--- config.mk ---
export PLATFORM = sky130hd
export DESIGN_NAME = prog_loader
export DESIGN_NICKNAME = d
export VERILOG_FILES = /design/src/rtl/prog_loader.sv
export SDC_FILE = /design/constraint.sdc
export NUM_CORES = 1
export LEC_CHECK = 0
export CORE_UTILIZATION = 60
export DETAILED_ROUTE_END_ITERATION = 6
export HOLD_SLACK_MARGIN = 0.03
export PLACE_DENSITY_LB_ADDON = 0.12
export REMOVE_ABC_BUFFERS = 1
export SKIP_CTS_REPAIR_TIMING = 1
export SYNTH_ARGS = -nofsm -noshare
export SYNTH_HDL_FRONTEND = slang
export SYNTH_SLANG_ARGS = --single-unit
export TNS_END_PERCENT = 20
--- constraint.sdc ---
create_clock -name clk_i -period 4.9 [get_ports clk_i]
set_input_delay 0.98 -clock clk_i [delete_from_list [all_inputs] [get_ports clk_i]]
set_output_delay 0.98 -clock clk_i [all_outputs]
set_load 0.02 [all_outputs]
--- src/rtl/prog_loader.sv ---
// rtl/prog_loader.sv - UART image loader that streams a checksummed program into ICCM
//
// Ports:
//   clk_i, rst_ni        clock, asynchronous active-low reset
//   prog_i               level request to enter/stay in programming mode
//   rx_dv_i, rx_byte_i   one-cycle strobe and byte from the UART receiver
//   we_o, addr_o,        one-cycle ICCM word write strobe, word address, data
//   wdata_o
//   reset_o              active-low hold of the core/ICCM adapter while loading
//   done_o, err_o        image loaded with good checksum / load failed
//
// Stream format: count N (2 bytes, LE), N words (4 bytes each, LE), then one
// byte equal to the XOR of all payload bytes.

module prog_loader #(
  parameter int MAX_WORDS   = 1024,
  parameter int TIMEOUT_CYC = 20000
) (
  input  logic        clk_i,
  input  logic        rst_ni,
  input  logic        prog_i,
  input  logic        rx_dv_i,
  input  logic [7:0]  rx_byte_i,
  output logic        we_o,
  output logic [11:0] addr_o,
  output logic [31:0] wdata_o,
  output logic        reset_o,
  output logic        done_o,
  output logic        err_o
);

  localparam int TW = $clog2(TIMEOUT_CYC + 1);

  typedef enum logic [2:0] {IDLE, HDR0, HDR1, DATA, CSUM, DONE, ERR} state_t;

  state_t         state, state_next;
  logic [15:0]    word_cnt;
  logic [11:0]    word_addr;
  logic [1:0]     byte_cnt;
  logic [23:0]    asm_word;
  logic [7:0]     xor_r;
  logic [TW-1:0]  tmo;

  logic           loading;
  logic           accept;
  logic           tmo_hit;
  logic           last_word;
  logic [15:0]    hdr_n;

  assign loading   = (state == HDR0) || (state == HDR1) || (state == DATA) || (state == CSUM);
  assign accept    = loading && prog_i && rx_dv_i;
  // The limit fires on the edge where the idle count would reach TIMEOUT_CYC;
  // a byte on that same cycle takes priority.
  assign tmo_hit   = loading && !rx_dv_i && (tmo == TW'(TIMEOUT_CYC - 1));
  assign hdr_n     = {rx_byte_i, word_cnt[7:0]};
  assign last_word = (({4'd0, word_addr} + 16'd1) == word_cnt);

  assign reset_o = (state == IDLE) || (state == DONE);
  assign done_o  = (state == DONE);
  assign err_o   = (state == ERR);

  always_comb begin
    state_next = state;
    case (state)
      IDLE: if (prog_i) state_next = HDR0;
      HDR0: begin
        if (!prog_i)      state_next = IDLE;
        else if (rx_dv_i) state_next = HDR1;
        else if (tmo_hit) state_next = ERR;
      end
      HDR1: begin
        if (!prog_i) state_next = IDLE;
        else if (rx_dv_i) begin
          if ((hdr_n == 16'd0) || (hdr_n > 16'(MAX_WORDS))) state_next = ERR;
          else                                              state_next = DATA;
        end
        else if (tmo_hit) state_next = ERR;
      end
      DATA: begin
        if (!prog_i) state_next = IDLE;
        else if (rx_dv_i) begin
          // Leave for CSUM as the final word is captured; its write pulse
          // then lands in the first CSUM cycle.
          if ((byte_cnt == 2'd3) && last_word) state_next = CSUM;
        end
        else if (tmo_hit) state_next = ERR;
      end
      CSUM: begin
        if (!prog_i) state_next = IDLE;
        else if (rx_dv_i) state_next = (rx_byte_i == xor_r) ? DONE : ERR;
        else if (tmo_hit) state_next = ERR;
      end
      DONE, ERR: if (!prog_i) state_next = IDLE;
      default: state_next = IDLE;
    endcase
  end

  always_ff @(posedge clk_i or negedge rst_ni) begin
    if (!rst_ni) begin
      state     <= IDLE;
      we_o      <= 1'b0;
      addr_o    <= '0;
      wdata_o   <= '0;
      word_cnt  <= '0;
      word_addr <= '0;
      byte_cnt  <= '0;
      asm_word  <= '0;
      xor_r     <= '0;
      tmo       <= '0;
    end else begin
      state <= state_next;
      we_o  <= 1'b0;

      if ((state_next != state) || rx_dv_i || !loading) tmo <= '0;
      else                                               tmo <= tmo + TW'(1);

      if ((state == IDLE) && (state_next == HDR0)) begin
        xor_r    <= '0;
        byte_cnt <= '0;
      end

      if (accept) begin
        case (state)
          HDR0: word_cnt[7:0] <= rx_byte_i;
          HDR1: begin
            word_cnt[15:8] <= rx_byte_i;
            word_addr      <= '0;
          end
          DATA: begin
            xor_r    <= xor_r ^ rx_byte_i;
            byte_cnt <= byte_cnt + 2'd1;
            case (byte_cnt)
              2'd0: asm_word[7:0]   <= rx_byte_i;
              2'd1: asm_word[15:8]  <= rx_byte_i;
              2'd2: asm_word[23:16] <= rx_byte_i;
              default: begin
                // Write stage owns its own copy, so the next byte can start
                // assembling while this word is being written.
                we_o      <= 1'b1;
                addr_o    <= word_addr;
                wdata_o   <= {rx_byte_i, asm_word};
                word_addr <= word_addr + 12'd1;
              end
            endcase
          end
          default: ;
        endcase
      end
    end
  end

endmodule

# Yosys cells after proc, flatten, opt, wreduce, memory -nomap -nowiden
# Cells that the tools add are included.
dict set report totals {
  register_bits 125
  in_bits 12
  out_inout_bits 48
  elab_cells 90
}
dict set report classes {
  addsub 4
  n_lt_le_gt_ge 1
  n_eq_ne 15
  muxes 27
  n_bitwise 2
  n_reduce_logical 28
}
# cell count
set op_table {}
lappend op_table {{two-way mux 3 bit} 13}
lappend op_table {{two-way mux 8 bit} 3}
lappend op_table {{case mux 12 bit (2 select lines)} 1}
lappend op_table {{case mux 3 bit (6 select lines)} 1}
lappend op_table {{equality test 13 x 16 -> 1 bit} 1}
lappend op_table {{> comparator 16 x 11 -> 1 bit, second input constant} 1}
lappend op_table {{zero test 16 bit} 1}
lappend op_table {{adder 15 x 1 -> 15 bit, second input constant} 1}
lappend op_table {{equality test 15 bit, second input constant} 1}
lappend op_table {{two-way mux 15 bit} 1}
lappend op_table {{AND reduction 3 bit} 5}
lappend op_table {{adder 12 x 1 -> 13 bit, second input constant} 1}
lappend op_table {{adder 12 x 1 -> 12 bit, second input constant} 1}
lappend op_table {{two-way mux 12 bit} 1}
lappend op_table {{equality test 3 bit, second input constant} 3}
lappend op_table {{equality test 8 bit} 1}
lappend op_table {{two-way mux 2 bit} 4}
lappend op_table {{bitwise XOR 8 bit} 1}
lappend op_table {{logical OR 1 bit} 7}
lappend op_table {{equality test 3 x 1 -> 1 bit, second input constant} 2}
lappend op_table {{equality test 3 x 2 -> 1 bit, second input constant} 2}
lappend op_table {{logical AND 1 bit} 6}
lappend op_table {{equality test 2 bit, second input constant} 2}
lappend op_table {{AND reduction 2 bit} 2}
lappend op_table {{other kinds (12)} 15}

# Logic depth before layout (Yosys ltp)
# Gate-level depths: netlist (run 1).
dict set report logic_depth {
  depth_word 15
  depth_mapped 9
  depth_no_buf 7
}

# Worst setup path before layout (run 1)
# OpenSTA, ideal clock, no wires.
dict set report synth_timing {
  kind {input to register}
  start {in rx_byte_i[0]}
  end {reg tmo[11]}
  setup_ps 131
  arrival_ps 2404
  t_required_ps 4769
  slack_ps 2365
  stages 8
  path_buffers 2
  cell_sequence {buf_2 > nor4_1 > a311o_1 > a21oi_1 > o21a_1 > o2111ai_4 > buf_6 > nor3_1}
}
dict set report synth_via {
  elab_chain_cells 10
  elab_cells_between_ends 15
  cone_classes {1 x order compare; 2 x eq/ne; 8 x mux; 4 x reduce/logical}
}
# element line_no
set synth_lines {}
lappend synth_lines {{from (decl)} 23} ;# input logic [7:0] rx_byte_i,
lappend synth_lines {{> comparator 16 x 11 -> 1 bit / zero test 16 bit (equally long branches)} 74} ;# if ((hdr_n == 16'd0) || (hdr_n > 16'(MAX_WORDS))) state_next = ERR;
lappend synth_lines {{logical OR 1 bit} 74}
lappend synth_lines {{two-way mux 3 bit} 74}
lappend synth_lines {{two-way mux 3 bit} 73} ;# else if (rx_dv_i) begin
lappend synth_lines {{two-way mux 3 bit} 72} ;# if (!prog_i) state_next = IDLE;
lappend synth_lines {{case mux 3 bit (6 select lines) (*)} 64} ;# case (state)
lappend synth_lines {{inequality test 3 bit (*)} 114} ;# if ((state_next != state) || rx_dv_i || !loading) tmo <= '0;
lappend synth_lines {{logical OR 1 bit (*) (2 in series)} 114}
lappend synth_lines {{two-way mux 15 bit (*)} 114}
lappend synth_lines {{to (signal assigned)} 115} ;# else tmo <= tmo + TW'(1);
lappend synth_lines {{to (decl)} 42} ;# logic [TW-1:0] tmo;
# Every way passes the cells marked *; elsewhere a longest branch is shown, timed or not.
# A chain may end at the register's enable or synchronous reset.

# Worst setup path in the final report (run 1)
dict set report layout_timing {
  start {reg state[2]}
  end {out err_o}
}
dict set report layout_via {
  elab_chain_cells 1
}
# element line_no
set layout_lines {}
lappend layout_lines {{from (decl)} 36} ;# state_t state, state_next;
lappend layout_lines {{from (signal assigned)} 111} ;# state <= state_next;
lappend layout_lines {{equality test 3 bit} 60} ;# assign err_o = (state == ERR);
lappend layout_lines {{to (decl)} 29} ;# output logic err_o
# No other way between the ends.

==> impl_metrics.ini, run 1 <==
[sta]
rsz0062_at_grt = false
worst_pin_slew_ps = 1020
finalClockSkew_ps = 9.85
period_needed_ps = 3210
finalSetupViolCount = 0
fin_tns_setup_ps = 0
fmax_mhz = 312
maxSlewHeadroom_pct = 32.3
period_share_pct = 65.4
finalHoldViolCount = 0
slew_viol_final = 0

[synth]
synth.distinct_cells = 53
synth-xor-area-share_pct = 5.13
syn_area_mm2 = 0.00598
synth_seq_cells = 125
syn_avg_cell_area_um2 = 9.71
yosys.area.top_type = dfrtp_1
synthArstFlopShare_pct = 100
seq_area_frac_synth_pct = 52.3
synth_common_cells = 164 x nand2_1, 125 x dfrtp_1, 42 x o21ai_0
yosys.area_share.simple_pct = 21.1
ys_warn_count = 0
synth_cells = 616
synthAdderAreaFrac_pct = 1.46
yosysMostFrequentCell = nand2_1
synth-compound-area-share_pct = 8.66
synth_top_family_by_area = simple AND/OR/NAND/NOR gates
synth_ff_type = dfrtp_1
synthTopCellsByArea = dfrtp_1 52%, nand2_1 10%, mux2_2 7.7%
synthMuxAreaShare_pct = 7.89
synth_edf_count = 0
synth_top_cell_area_share_pct = 52.3

[status]
status = completed

[layout]
n_fill_cell = 713
drive_gt1_share_pct = 12.5
post-route-cell-area_mm2 = 0.00717
area_growth_pct = 20.0
antenna_cells = 0
layout.cells.non_filler = 805
nNetsFinal = 680

[global_routing]
grt-ovfl-total = 0
antenna_found_initial = 0
grt_use_total_pct = 27.7
top_usage_layer = met2
grt_pass1_vias = 4465
grt_pass1_wl_um = 21500
grt_max_degree = 80
met3_usage_pct = 7.25
grt_use_met2_pct = 45.1
grtUsageMet1_pct = 34.7

[power_and_ir_drop]
ir_worst_vdd_uv = 334
internal-power_mw = 2.10
p_switching_uw = 748
clkPwrFrac_pct = 42.1
p_leak_nw = 3.30
p_per_area_mw_per_mm2 = 396
sequentialPowerShare_pct = 44.5
power_mw = 2.84
netSwitchingFraction_pct = 26.3
comb_power_share_pct = 13.4

[floorplan]
rows = 36
die_area_mm2 = 0.0104
die_w_um = 102
die_h_um = 102
start_util_pct = 61.5
core_area_mm2 = 0.00973
ios = 60

[critical_path]
arrival_ps = 2230
startpoint_type = flip-flop
worstSetupPathType = reg -> out
crit_required_ps = 3920
end_kind = output pin
crit_path_max_incr_delay_ps = 620
reg2reg_depth = 7
crit_fanout = 14
cp_slowest_cell = clkdlybuf4s50_1
cp_cell_sequence = nor2b_1 -> and2_1 -> clkdlybuf4s50_1
r2r_end = state[0]
r2r-start = byte_cnt[0]
r2r_slack_ps = 2580

[clock_tree]
htreeDepth = 4
clock-sinks = 125
cts_tree = yes
cts_buffers = 17
clk_pin_slew_worst_paths_ps = 60
cts_root_buffer = clkbuf_8
clock_latency_ps = 530
clk_path_buf_depth = 2

[detailed_routing]
num_vias = 4545
drtPass1Iterations = 4
wl_per_cell_um = 16.3
drc = 0
wl_um = 13100
ant_nets = 0
drt_first_iter_violations = 220
viasPerCell = 5.65

[placed_design]
place_congestion = 0.899
place.detailed.hpwl_um = 8420
numPortBuffers = 59
dp_cells = 775
dpl_cell_area_mm2 = 0.00661

[flow_run]
max_cap_violations = 0

[worst_hold_path]
hp-start = asm_word[13]
min_to = wdata_o[13]
worstHoldPathCells = 2
hp-class = reg -> reg
==> layout by cell type, fill, tap and decap left out, types with 6 or more instances in the layout <==
| master | instances |
|---|---|
| clkbuf_16 | 16 |
| buf_4 | 6 |
| nand3_1 | 13 |
| inv_1 | 12 |
| a21oi_1 | 6 |
| xnor2_1 | 22 |
| clkinv_2 | 6 |
| clkdlybuf4s50_1 | 58 |
| and3_1 | 7 |
| dfrtp_1 | 125 |
| nand2_1 | 163 |
| nor3_1 | 17 |
| nand4_1 | 6 |
| o21ai_0 | 42 |
| mux2_2 | 41 |
| ha_1 | 7 |
| nor2_1 | 30 |
| xor2_1 | 13 |
==> worst max-delay path, delay by kind of cell (launching register included) <==
kind | cells | cell delay (ps)
and+or+nand+nor | 2 | 480
DFF | 1 | 600
buffers and inverters | 1 | 620
==> flip-flops by register name, indices dropped and copies added, names as in the netlist, 2 cells and up <==
register	flops
addr_o	12
asm_word	24
byte_cnt	2
state	3
tmo	15
wdata_o	32
word_addr	12
word_cnt	16
xor_r	8
==> area by class of cell <==
cell class,instances,area (um^2),share of cell area (%)
Clock buffer,22,473,6.59
Clock inverter,8,90.1,1.26
Inverter,12,45.0,0.628
Multi-Input combinational cell,441,2650,36.9
Sequential cell,125,3130,43.6
Tap cell,133,166,2.32
Timing Repair Buffer,64,626,8.72
==> metrics by stage <==
step | util, % | hold WS, ps | worst slack, ps
3_5_place_dp | 68.0 | 448 | 1570
5_1_grt | 73.7 | 476 | 1600
6_report | 73.7 | 459 | 1690
3_3_place_gp | 68.0 | 441 | 1640
2_1_floorplan | - | 433 | 920
4_1_cts | 73.7 | 464 | 1710
==> per-layer routing <==
layer  vias to the layer above  part of all wire, %
li1                       2167                    -
met1                      2257                   45
met2                        92                   50
met3                        29                  3.2
met4                         0                  1.9
met5                         -                    0
==> logic make-up after synthesis <==
| logic type | Yosys count |
|---|---|
| and+or+nand+nor | 276 |
| DFF | 125 |
| AOI/OAI and AO/OA | 81 |
| buffers and inverters | 50 |
| muxes | 42 |
| xor gates and xnor gates | 35 |
| adders and majority gates | 7 |
==> worst max path at each step <==
| stage | slack, ps | depth (start not counted) | endpoint | startpoint |
|---|---|---|---|---|
| 4_1_cts | 1710 | 3 | err_o | state[2] |
| 3_3_place_gp | 1640 | 7 | tmo[9] | rx_byte_i[0] |
| 3_5_place_dp | 1570 | 7 | tmo[14] | rx_byte_i[0] |
| 6_report | 1690 | 3 | err_o | state[2] |
| 5_1_grt | 1600 | 3 | reset_o | state[0] |
| 2_1_floorplan | 920 | 6 | word_addr[11] | prog_i |
==> power by group through the flow <==
stage / registers [mW] / clock network, mW / logic, mW
floorplan: 1.24 / 0 / 0.275
global placement: 1.27 / 0 / 0.356
detailed placement: 1.28 / 0 / 0.373
CTS: 1.26 / 1.21 / 0.380
global route: 1.28 / 1.25 / 0.423
finish: 1.27 / 1.20 / 0.382
No activity file was read; power rests on OpenSTA's default activity.
==> run 2: changes to the inputs <==
CORE_UTILIZATION = 57   (was 60)
clock period = 3.2 ns   (was 4.9 ns; I/O delays follow)
==> impl_metrics.ini, run 2 (synthesis gave the netlist of run 1 again) <==
[status]
status = completed

[layout]
antenna_cells = 0
layout.cells.non_filler = 821
largest_reg_flops = 32
final_cell_mix = 163 x nand2_1, 125 x dfrtp_1, 58 x clkdlybuf4s50_1
final_common_cell = nand2_1
reg_top3 = wdata_o: 32 flops, asm_word: 24 flops, word_cnt: 16 flops
drive_gt1_share_pct = 14.0
area_growth_pct = 22.6
fin_util_pct = 71.6
nNetsFinal = 692
top_register = wdata_o

[critical_path]
r2r-start = tmo[5]
r2r_slack_ps = 850
r2r_end = tmo[10]
crit_fanout = 15
reg2reg_depth = 6
end_kind = output pin
crit_required_ps = 2560
startpoint_type = flip-flop
worstSetupPathType = reg -> out
arrival_ps = 2120
crit_path_start = state[0]
cp-endpoint = reset_o

[sta]
maxSlewHeadroom_pct = 50.2
fmax_mhz = 362
finalSetupViolCount = 0
period_needed_ps = 2760
rsz0062_at_grt = false
period_share_pct = 86.3
worst_pin_slew_ps = 746
finalClockSkew_ps = 6.35
slew_viol_final = 0
finalHoldViolCount = 0
timing.hold.ws_ps = 197

[detailed_routing]
num_vias = 4610
wl_per_cell_um = 16.2
viasPerCell = 5.62
drt_first_iter_violations = 235
drtPass1Iterations = 4
wl_um = 13300
ant_nets = 0
drc = 0

[floorplan]
start_util_pct = 58.4
core_area_mm2 = 0.0102
rows = 37
ios = 60
die_w_um = 104
die_h_um = 104
die_area_mm2 = 0.0109

[clock_tree]
cts_root_buffer = clkbuf_8
clk_pin_slew_worst_paths_ps = 60
htreeDepth = 4
clock-sinks = 125
cts_buffers = 17
clk_path_buf_depth = 2
cts_tree = yes
clock_latency_ps = 520

[placed_design]
place_congestion = 0.902
numPortBuffers = 59
place.detailed.hpwl_um = 8740
dp_cells = 790

[global_routing]
grt_pass1_vias = 4589
grt-ovfl-total = 0
antenna_found_initial = 0
grt_pass1_wl_um = 22100
grt_max_degree = 61
grt_use_total_pct = 25.9

[power_and_ir_drop]
p_per_area_mw_per_mm2 = 617
ir_worst_vdd_uv = 336
p_leak_nw = 3.37
power_mw = 4.53

[worst_hold_path]
hp-class = in -> async

[flow_run]
max_cap_violations = 0
[run 2: cell count changes in the layout (fill, tap and decap cells not counted), sizes merged]
| cell | change |
|---|---|
| clkbuf | -1 |
| bufinv | +2 |
| clkinvlp | +2 |
| inv | +1 |
| buf | +12 |
| clkinv | -3 |
[run 2: area by class of cell]
type	instances	area (um^2)
repair buffers	76	728
clock inverters	10	163
fillers	752	2900
multi-input cells	441	2650
flip-flops and latches	125	3130
well taps	136	170
clock buffers	21	449
inverters	12	45.0
[run 2: how the worst min path moves through the flow]
| stage | depth (start not counted) | from | end |
|---|---|---|---|
| after global routing | 1 | rst_ni | addr_o[2] |
| after detailed placement | 2 | asm_word[10] | wdata_o[10] |
| after global placement | 2 | asm_word[22] | wdata_o[22] |
| after floorplan | 0 | rst_ni | addr_o[0] |
| after CTS | 1 | rst_ni | addr_o[2] |
| final | 1 | rst_ni | we_o |
[run 2: critical path: stages (launching register included)]
cell and delay, ps:
dfrtp_1 530, nor2b_1 260, nor3_1 180, clkdlybuf4s50_1 630
[run 2: per-layer routing]
| layer | vias up | GRT usage (%) | wire length [um] | part of all wire, % |
|---|---|---|---|---|
| met1 | 2264 | 32.0 | 5770 | 44 |
| met2 | 120 | 43.4 | 6740 | 51 |
| met4 | 0 | 11.0 | 286 | 2.2 |
| li1 | 2199 | - | - | - |
| met5 | - | 0 | 0 | 0 |
| met3 | 27 | 6.27 | 469 | 3.5 |
[run 2: per-stage QoR]
stage / setup TNS (ps) / instance area (um^2) / worst slack (ps)
after floorplan: -11250 / 5820 / -440
after global placement: 0 / 6720 / 501
after detailed placement: 0 / 6720 / 416
after CTS: 0 / 7330 / 422
after global routing: 0 / 7330 / 314
final: 0 / 7330 / 439
[run 2: power by group]
| group | total (mW) | leakage (nW) | switching (mW) | internal, mW |
|---|---|---|---|---|
| clock network | 2.00 | 0.294 | 0.694 | 1.30 |
| logic | 0.588 | 1.38 | 0.293 | 0.295 |
| registers | 1.94 | 1.70 | 0.188 | 1.75 |
==> run 3: changes to the inputs <==
SLEW_MARGIN = 20   (was not set)
==> results of run 3 <==
The final DEF is identical to that of run 2; final timing and power are the same.
